`config.mk`:
```
export PLATFORM = sky130hd
export DESIGN_NAME = adc_stream_fifo
export DESIGN_NICKNAME = d
export VERILOG_FILES = /design/src/rtl/adc_fifo_pkg.sv /design/src/rtl/adc_fifo_ram.sv /design/src/rtl/adc_stream_fifo.sv
export SDC_FILE = /design/constraint.sdc
export NUM_CORES = 2
export LEC_CHECK = 0
export BUFFER_PORTS_ARGS = -buffer_cell sky130_fd_sc_hd__buf_2
export CAP_MARGIN = 10
export CORE_ASPECT_RATIO = 1.25
export CORE_MARGIN = 4
export CORE_UTILIZATION = 56
export CTS_CLUSTER_DIAMETER = 80
export CTS_CLUSTER_SIZE = 8
export DETAILED_ROUTE_END_ITERATION = 12
export PLACE_DENSITY = 0.75
export RECOVER_POWER = 100
export SLEW_MARGIN = 20
export SYNTH_ARGS = -nofsm -noshare
export SYNTH_HDL_FRONTEND = slang
export SYNTH_HIERARCHICAL = 1
export SYNTH_SLANG_ARGS = --single-unit
```
`constraint.sdc`:
```
create_clock -name clk -period 3.8 [get_ports clk]
set_clock_uncertainty 0.2 [all_clocks]
set_input_delay 1.14 -clock clk [delete_from_list [all_inputs] [get_ports clk]]
set_output_delay 1.14 -clock clk [all_outputs]
set_load 0.02 [all_outputs]
```
`src/rtl/adc_fifo_pkg.sv`:
```
// adc_fifo_pkg: shared defaults, clog2 helper and the default-width entry
// layout for the ADC sample FIFO.
package adc_fifo_pkg;

    localparam int DEF_DATA_WIDTH = 12;
    localparam int DEF_CH_WIDTH   = 2;
    localparam int DEF_DEPTH      = 256;

    // Number of address bits needed to index 'value' entries.
    function automatic int clog2(input int value);
        int r;
        r = 0;
        for (int v = value - 1; v > 0; v = v >> 1) begin
            r = r + 1;
        end
        return r;
    endfunction

    // One FIFO entry at the default widths: channel tag above the sample.
    typedef struct packed {
        logic [DEF_CH_WIDTH-1:0]   ch;
        logic [DEF_DATA_WIDTH-1:0] data;
    } adc_entry_t;

endpackage

```
`src/rtl/adc_fifo_ram.sv`:
```
// adc_fifo_ram: simple dual-port storage, one synchronous write port and one
// asynchronous read port, so the FIFO head is visible without a read cycle.
// Contents are deliberately not reset.
module adc_fifo_ram #(
    parameter int WIDTH  = 14,
    parameter int DEPTH  = 256,
    parameter int ADDR_W = 8
) (
    input  logic              clk,
    input  logic              we,
    input  logic [ADDR_W-1:0] waddr,
    input  logic [WIDTH-1:0]  wdata,
    input  logic [ADDR_W-1:0] raddr,
    output logic [WIDTH-1:0]  rdata
);

    logic [WIDTH-1:0] mem [DEPTH];

    // Write port: one entry per cycle when enabled.
    always_ff @(posedge clk) begin
        if (we) begin
            mem[waddr] <= wdata;
        end
    end

    assign rdata = mem[raddr];

endmodule

```
`src/rtl/adc_stream_fifo.sv`:
```
// adc_stream_fifo: single-clock first-word-fall-through FIFO for tagged ADC
// samples. The ADC never stalls, so a write into a full FIFO is dropped and
// counted. Define ADC_FIFO_OVERWRITE_EN to instead overwrite the oldest
// entry on a drop (overflow stats still update).
module adc_stream_fifo
    import adc_fifo_pkg::*;
#(
    parameter int DATA_WIDTH = DEF_DATA_WIDTH,
    parameter int CH_WIDTH   = DEF_CH_WIDTH,
    parameter int DEPTH      = DEF_DEPTH,
    parameter int AF_THRESH  = 192,
    parameter int AE_THRESH  = 16,
    parameter int CNT_WIDTH  = 16
) (
    input  logic                      clk,
    input  logic                      rst_n,
    input  logic                      flush,
    input  logic                      s_valid,
    input  logic [DATA_WIDTH-1:0]     s_data,
    input  logic [CH_WIDTH-1:0]       s_ch,
    output logic                      s_ready,
    output logic                      m_valid,
    input  logic                      m_ready,
    output logic [DATA_WIDTH-1:0]     m_data,
    output logic [CH_WIDTH-1:0]       m_ch,
    output logic [clog2(DEPTH):0]     level,
    output logic                      full,
    output logic                      empty,
    output logic                      almost_full,
    output logic                      almost_empty,
    output logic                      ovf_sticky,
    output logic [CNT_WIDTH-1:0]      ovf_cnt,
    input  logic                      ovf_clr
);

    localparam int AW = clog2(DEPTH);
    localparam logic [AW:0] LVL_FULL = (AW+1)'(DEPTH);
    localparam logic [AW:0] LVL_AF   = (AW+1)'(AF_THRESH);
    localparam logic [AW:0] LVL_AE   = (AW+1)'(AE_THRESH);

    typedef struct packed {
        logic [CH_WIDTH-1:0]   ch;
        logic [DATA_WIDTH-1:0] data;
    } entry_t;

    logic [AW:0]          wr_ptr_q, wr_ptr_d, rd_ptr_q, rd_ptr_d, level_q, level_d;
    logic                 full_q, full_d, empty_q, empty_d;
    logic                 af_q, af_d, ae_q, ae_d, sticky_q, sticky_d;
    logic [CNT_WIDTH-1:0] cnt_q, cnt_d;
    logic                 pop, push, drop, we;
    entry_t               wr_entry, rd_entry;

    // Per-cycle events; flush suppresses all of them for its cycle.
    always_comb begin
        pop  = !empty_q & m_ready & !flush;
        push = s_valid & (!full_q | pop) & !flush;
        drop = s_valid & full_q & !pop & !flush;
    end

    // Pointer update and flags computed from next-state pointers.
    always_comb begin
        wr_ptr_d = wr_ptr_q;
        rd_ptr_d = rd_ptr_q;
        we       = push;
        if (flush) begin
            wr_ptr_d = '0;
            rd_ptr_d = '0;
        end else begin
            if (push) wr_ptr_d = wr_ptr_q + 1'b1;
            if (pop)  rd_ptr_d = rd_ptr_q + 1'b1;
`ifdef ADC_FIFO_OVERWRITE_EN
            // Full and no pop: write slot equals head slot, so both advance
            // and the oldest entry is replaced.
            if (drop) begin
                we       = 1'b1;
                wr_ptr_d = wr_ptr_q + 1'b1;
                rd_ptr_d = rd_ptr_q + 1'b1;
            end
`endif
        end
        level_d = wr_ptr_d - rd_ptr_d;
        full_d  = (level_d == LVL_FULL);
        empty_d = (level_d == '0);
        af_d    = (level_d >= LVL_AF);
        ae_d    = (level_d <= LVL_AE);
    end

    // Overflow stats: clear first so a same-cycle drop still registers as one.
    always_comb begin
        cnt_d    = cnt_q;
        sticky_d = sticky_q;
        if (ovf_clr) begin
            cnt_d    = '0;
            sticky_d = 1'b0;
        end
        if (drop) begin
            sticky_d = 1'b1;
            if (cnt_d != '1) cnt_d = cnt_d + 1'b1;
        end
    end

    // State registers.
    always_ff @(posedge clk or negedge rst_n) begin
        if (!rst_n) begin
            wr_ptr_q <= '0;
            rd_ptr_q <= '0;
            level_q  <= '0;
            full_q   <= 1'b0;
            empty_q  <= 1'b1;
            af_q     <= 1'b0;
            ae_q     <= 1'b1;
            sticky_q <= 1'b0;
            cnt_q    <= '0;
        end else begin
            wr_ptr_q <= wr_ptr_d;
            rd_ptr_q <= rd_ptr_d;
            level_q  <= level_d;
            full_q   <= full_d;
            empty_q  <= empty_d;
            af_q     <= af_d;
            ae_q     <= ae_d;
            sticky_q <= sticky_d;
            cnt_q    <= cnt_d;
        end
    end

    assign wr_entry = '{ch: s_ch, data: s_data};

    adc_fifo_ram #(
        .WIDTH  ($bits(entry_t)),
        .DEPTH  (DEPTH),
        .ADDR_W (AW)
    ) u_ram (
        .clk   (clk),
        .we    (we),
        .waddr (wr_ptr_q[AW-1:0]),
        .wdata (wr_entry),
        .raddr (rd_ptr_q[AW-1:0]),
        .rdata (rd_entry)
    );

    assign s_ready      = !full_q;
    assign m_valid      = !empty_q;
    assign m_data       = rd_entry.data;
    assign m_ch         = rd_entry.ch;
    assign level        = level_q;
    assign full         = full_q;
    assign empty        = empty_q;
    assign almost_full  = af_q;
    assign almost_empty = ae_q;
    assign ovf_sticky   = sticky_q;
    assign ovf_cnt      = cnt_q;

endmodule

```
# Word level (Yosys, flattened, before mapping)
# Memories as Yosys holds them, arrays and structs flattened.
# Cells that the tools add are included.
# word_totals
register_bits	48
mem_bits_rw	3584
in_bits	20
out_inout_bits	46
elab_cells	43
n_memories	1
# classes
addsub	4
magnitude_cmp	2
eq_ne	2
mux	11
n_bitwise	8
reduce_logical	6
# memory_table
memory	depth	word_bits	rd	rd_clocked_by_memory_dff	write_ports	line	rtl
u_ram.mem	256	14	1	0	1	adc_fifo_ram.sv:17	logic [WIDTH-1:0] mem [DEPTH];
# ops
cell	count
$mux W16	3
$mux W9	4
$add A9 B1 Y9 const B	2
$add A16 B1 Y16 const B	1
$ne A16 B16 Y1 const B	1
$eq A9 B9 Y1 const B	1
$ge A9 B8 Y1 const B	1
$le A9 B5 Y1 const B	1
$logic_not A9 Y1	1
$sub A9 B9 Y9	1
$and A1 B1 Y1	7
$logic_not A1 Y1	4
$mux W1	4
$reduce_bool A2 Y1	1
$or A1 B1 Y1	1

# Logic depth before layout (Yosys ltp)
# logic_depth
ltp_word	10
depth_mapped	14
mapped_depth_nobuf	14

# Hierarchy
# Netlist, hierarchy kept.
# by_module_without_submodules
module	instances	cells_each	area_per_inst_um2	seq_area_each_um2
adc_fifo_ram	1	6128	138536.6	107623.2
adc_stream_fifo	1	254	2611.3	1203.7

# Worst setup path after synthesis
# No wires, ideal clock.
# synth_timing
path_type	reg2out
from	register rd_ptr_q[0]
to	output port m_data[0]
arrival_ns	2.652
t_required_ns	2.460
setup_slack_ns	-0.192
path_stages_with_launch	13
n_path_buf	6
path_cell_list	dfrtp_1 > buf_6 > buf_12 > buf_12 > buf_12 > buf_12 > buf_6 > mux2i_1 > a221oi_2 > o21ai_1 > a211oi_2 > a311oi_1 > nor4_1
# synth_via
elab_chain_cells	1
# synth_lines
item	line	rtl
start: declaration	adc_stream_fifo.sv:46	logic [AW:0] wr_ptr_q, wr_ptr_d, rd_ptr_q, rd_ptr_d, level_q, level_d;
start signal: assignment	adc_stream_fifo.sv:116	rd_ptr_q <= rd_ptr_d;
$mem_v2 Z256 W14	--	
end: declaration	adc_stream_fifo.sv:24	output logic [DATA_WIDTH-1:0] m_data,
# No other way between the ends.

# Worst setup path in the final report
# layout_timing
from	register rd_ptr_q[0]
to	output port m_data[11]
# The elaborated chain is that of the path after synthesis.

==> results.yml <==
synthesis:
  seq_area_frac_synth_pct: 77.1
  netlist_instances: 6382
  syn_avg_cell_area_um2: 22.1
  synth_xor_area_share_pct: 0.192
  ys_ff_latch: 3632
  ys_types: 80
  synth_nets: 6414
  synth_top_family_by_area: "multiplexers"
  synthMuxAreaShare_pct: 16.0
  yosys_most_used_dff: "edfxtp_1"
  async_flop_share_pct: 1.32
  synth_adder_area_share_pct: 0.112
  yosys_warnings: 6
  synth-compound-area-share_pct: 2.66
  synth_edf_count: 3584
  synth_simple_gate_area_share_pct: 2.13
  synthesis.area_um2: 141000
routing:
  drt_iter0_drc: 13800
  ant_nets: 0
  drc: 0
  routed_wl_um: 426000
  firstDrtPassIters: 8
  wl_per_cell_um: 38.5
  via_per_inst: 7.04
  num_vias: 77900
cells_and_area:
  final_cell_mix: "edfxtp_1, mux4_2, buf_4"
  multi_input_area_um2: 31200
  regArea_um2: 109000
  nets: 7687
  fill_cells: 14000
  finalCoreUtilization_pct: 68.3
  area_delta_synth_final_pct: 21.0
  drive_above_1_share_pct: 36.1
  final_common_cell: "edfxtp_1"
pwr:
  p_leak_nw: 54.7
  power_density_nw_per_um2: 571
  ir_drop_mv: 0.645
sta:
  setup_tns_ps: -100690
  period_needed_ps: 5540
  worstMarginPinSlew_ps: 3480
  setup_violations: 757
  fmax_ghz: 0.180
  slew_headroom_pct: -132
  grt_setup_unrepaired: "true"
  finalHoldViolations: 0
  timing.final.crit_share_pct: 146
  drv_slew: 1310
  setup_slack_ps: -1740
worst_setup_path:
  cp-start-kind: "flip-flop"
  crit_required_ps: 2460
  cpPeakStageDelay_ps: 500
  worstSetupStartpoint: "rd_ptr_q[0]"
  crit_fanout: 7
  rrSetupSlack_ps: -600
  rr_endpoint: "empty"
  r2r_start: "empty"
  critical_path.cell_chain: "buf_12 -> buf_16 -> buf_12 -> buf_16 -> buf_4 -> mux4_2 -> a22oi_1 -> a21oi_1 -> nor4_2 -> buf_4 -> nor3_4 -> buf_6"
  path_class: "reg2out"
  cp-end-kind: "output pin"
  crit_arrival_ps: 4200
  crit_path_end: "m_data[11]"
  cpMaxStageDelayCell: "dfrtp_4"
  reg2reg_depth: 12
cts:
  insertion_delay_ps: 890
  clockBufferDepth: 4
  cts_buffers: 527
  numClockSinks: 3632
  clockRootBuffer: "clkbuf_16"
  cts_tree: "built"
  htreeDepth: 6
  path_clk_slew_ps: 50
die:
  initial_utilization_pct: 56.4
  core_area_um2: 250000
  rows: 205
  io_pins: 66
  dieArea_um2: 260000
  die_w_um: 457
  die_y_um: 569
global_route:
  grt_use_met1_pct: 40.2
  use_met2_pct: 51.1
  grt_max_degree: 138
  grt.busiest_layer: "met2"
  antenna_found_initial: 13
  grt_pass1_vias: 79200
  grt-ovfl-total: 0
  grtUsageMet3_pct: 6.54
  grt_pass1_wl_um: 590000
  track_usage_pct: 31.8
placed_design:
  place.gp.congestion: 0.890
  dp_hpwl_um: 229000
  port_buffers: 65
flow_run:
  drv_cap: 20
hold_path:
  hp-class: "reg2reg"
outcome:
  violations: "max-capacitance violations, max-slew violations, negative setup slack"
  status: "finished, violations left"
per-stage QoR:
stage               std cells  total power, mW  area, µm²  worst slack (ps)  hold slack, ps
floorplan                6382             51.1     141000             -4.07             266
global placement        10300             54.2     153000             -1180             281
detailed placement      10300             54.4     153000             -1190             302
CTS                     11000             96.4     170000             -1630            49.8
global route            11100             99.9     171000             -1710             365
finish                  11100             97.5     171000             -1740             317
report_power, final:
part	switching, mW	leakage (nW)	internal (mW)
combinational	5.95	14.9	5.52
clock	16.6	6.93	25.1
sequential	0.0417	32.8	44.2
layout make-up:
class | count | area share (%)
sequential | 3632 | 63.8
timing repair buffer | 1118 | 7.17
clock buffer | 574 | 7.96
multi-input combinational | 2353 | 18.3
antenna | 9 | 0.0132
tap | 3312 | 2.43
inverter | 23 | 0.0520
clock inverter | 37 | 0.328
worst max-delay path: cells and delay by family, from the launching register on:
family          cells  cell delay (ps)
buf+inv             7             1120
compound gates      2              780
flops               1              500
mux                 1              460
simple gates        2              410
metal layers:
metal  vias up  wire [µm]
met5         -         27
met2      7008     207000
met1     40000     134000
met4         4      33900
met3      1564      51600
li1      29300          -
cell families (layout without fill, tap and decap cells):
logic type / Yosys count / count (layout)
xor gates and xnor gates: 31 / 31
muxes: 1174 / 1174
buffers and inverters: 397 / 1752
and+or+nand+nor: 634 / 634
DFF: 3632 / 3632
other: 0 / 9
AOI/OAI and AO/OA: 502 / 502
adders and majority gates: 12 / 12
sequential cells by signal, summed over array words and instances, names as in the netlist:
register,cells
u_ram/mem,3584
ovf_cnt,16
level,9
rd_ptr_q,9
wr_ptr_q,9
almost_empty,1
almost_full,1
empty,1
full,1
ovf_sticky,1
synthesized netlist by cell type, types with 28 or more instances:
master / n / area (µm²)
buf_4: 42 / 315
buf_6: 47 / 529
o221ai_1: 60 / 526
a211oi_1: 66 / 495
mux2i_1: 294 / 2940
nor2b_1: 45 / 282
edfxtp_1: 3584 / 108000
mux4_2: 859 / 19300
nand3_1: 47 / 235
o22ai_1: 33 / 206
buf_1: 33 / 124
a22oi_1: 92 / 691
dfrtp_1: 46 / 1150
clkbuf_1: 149 / 559
nand2_1: 69 / 259
nor2_1: 327 / 1230
a21oi_1: 80 / 400
buf_2: 75 / 375
a22o_1: 28 / 245
worst min path at each step:
stage / slack (ps) / cells after the start / from / end
final: 320 / 1 / rd_ptr_q[8] / rd_ptr_q[8]
after detailed placement: 300 / 1 / rd_ptr_q[8] / rd_ptr_q[8]
after global routing: 370 / 1 / rd_ptr_q[8] / rd_ptr_q[8]
after global placement: 280 / 1 / rd_ptr_q[8] / rd_ptr_q[8]
after floorplan: 270 / 1 / rd_ptr_q[8] / rd_ptr_q[8]
after CTS: 50 / 1 / rst_n / ovf_cnt[13]
repair_timing:
action                     in CTS  in global routing
gates resized for setup       250                133
hold buffers                    0                  0
buffers inserted               38                 69
setup endpoints to repair      19                 21
cloned                         22                 15
pin swaps                      36                 39
(Power assumes the default switching activity.)
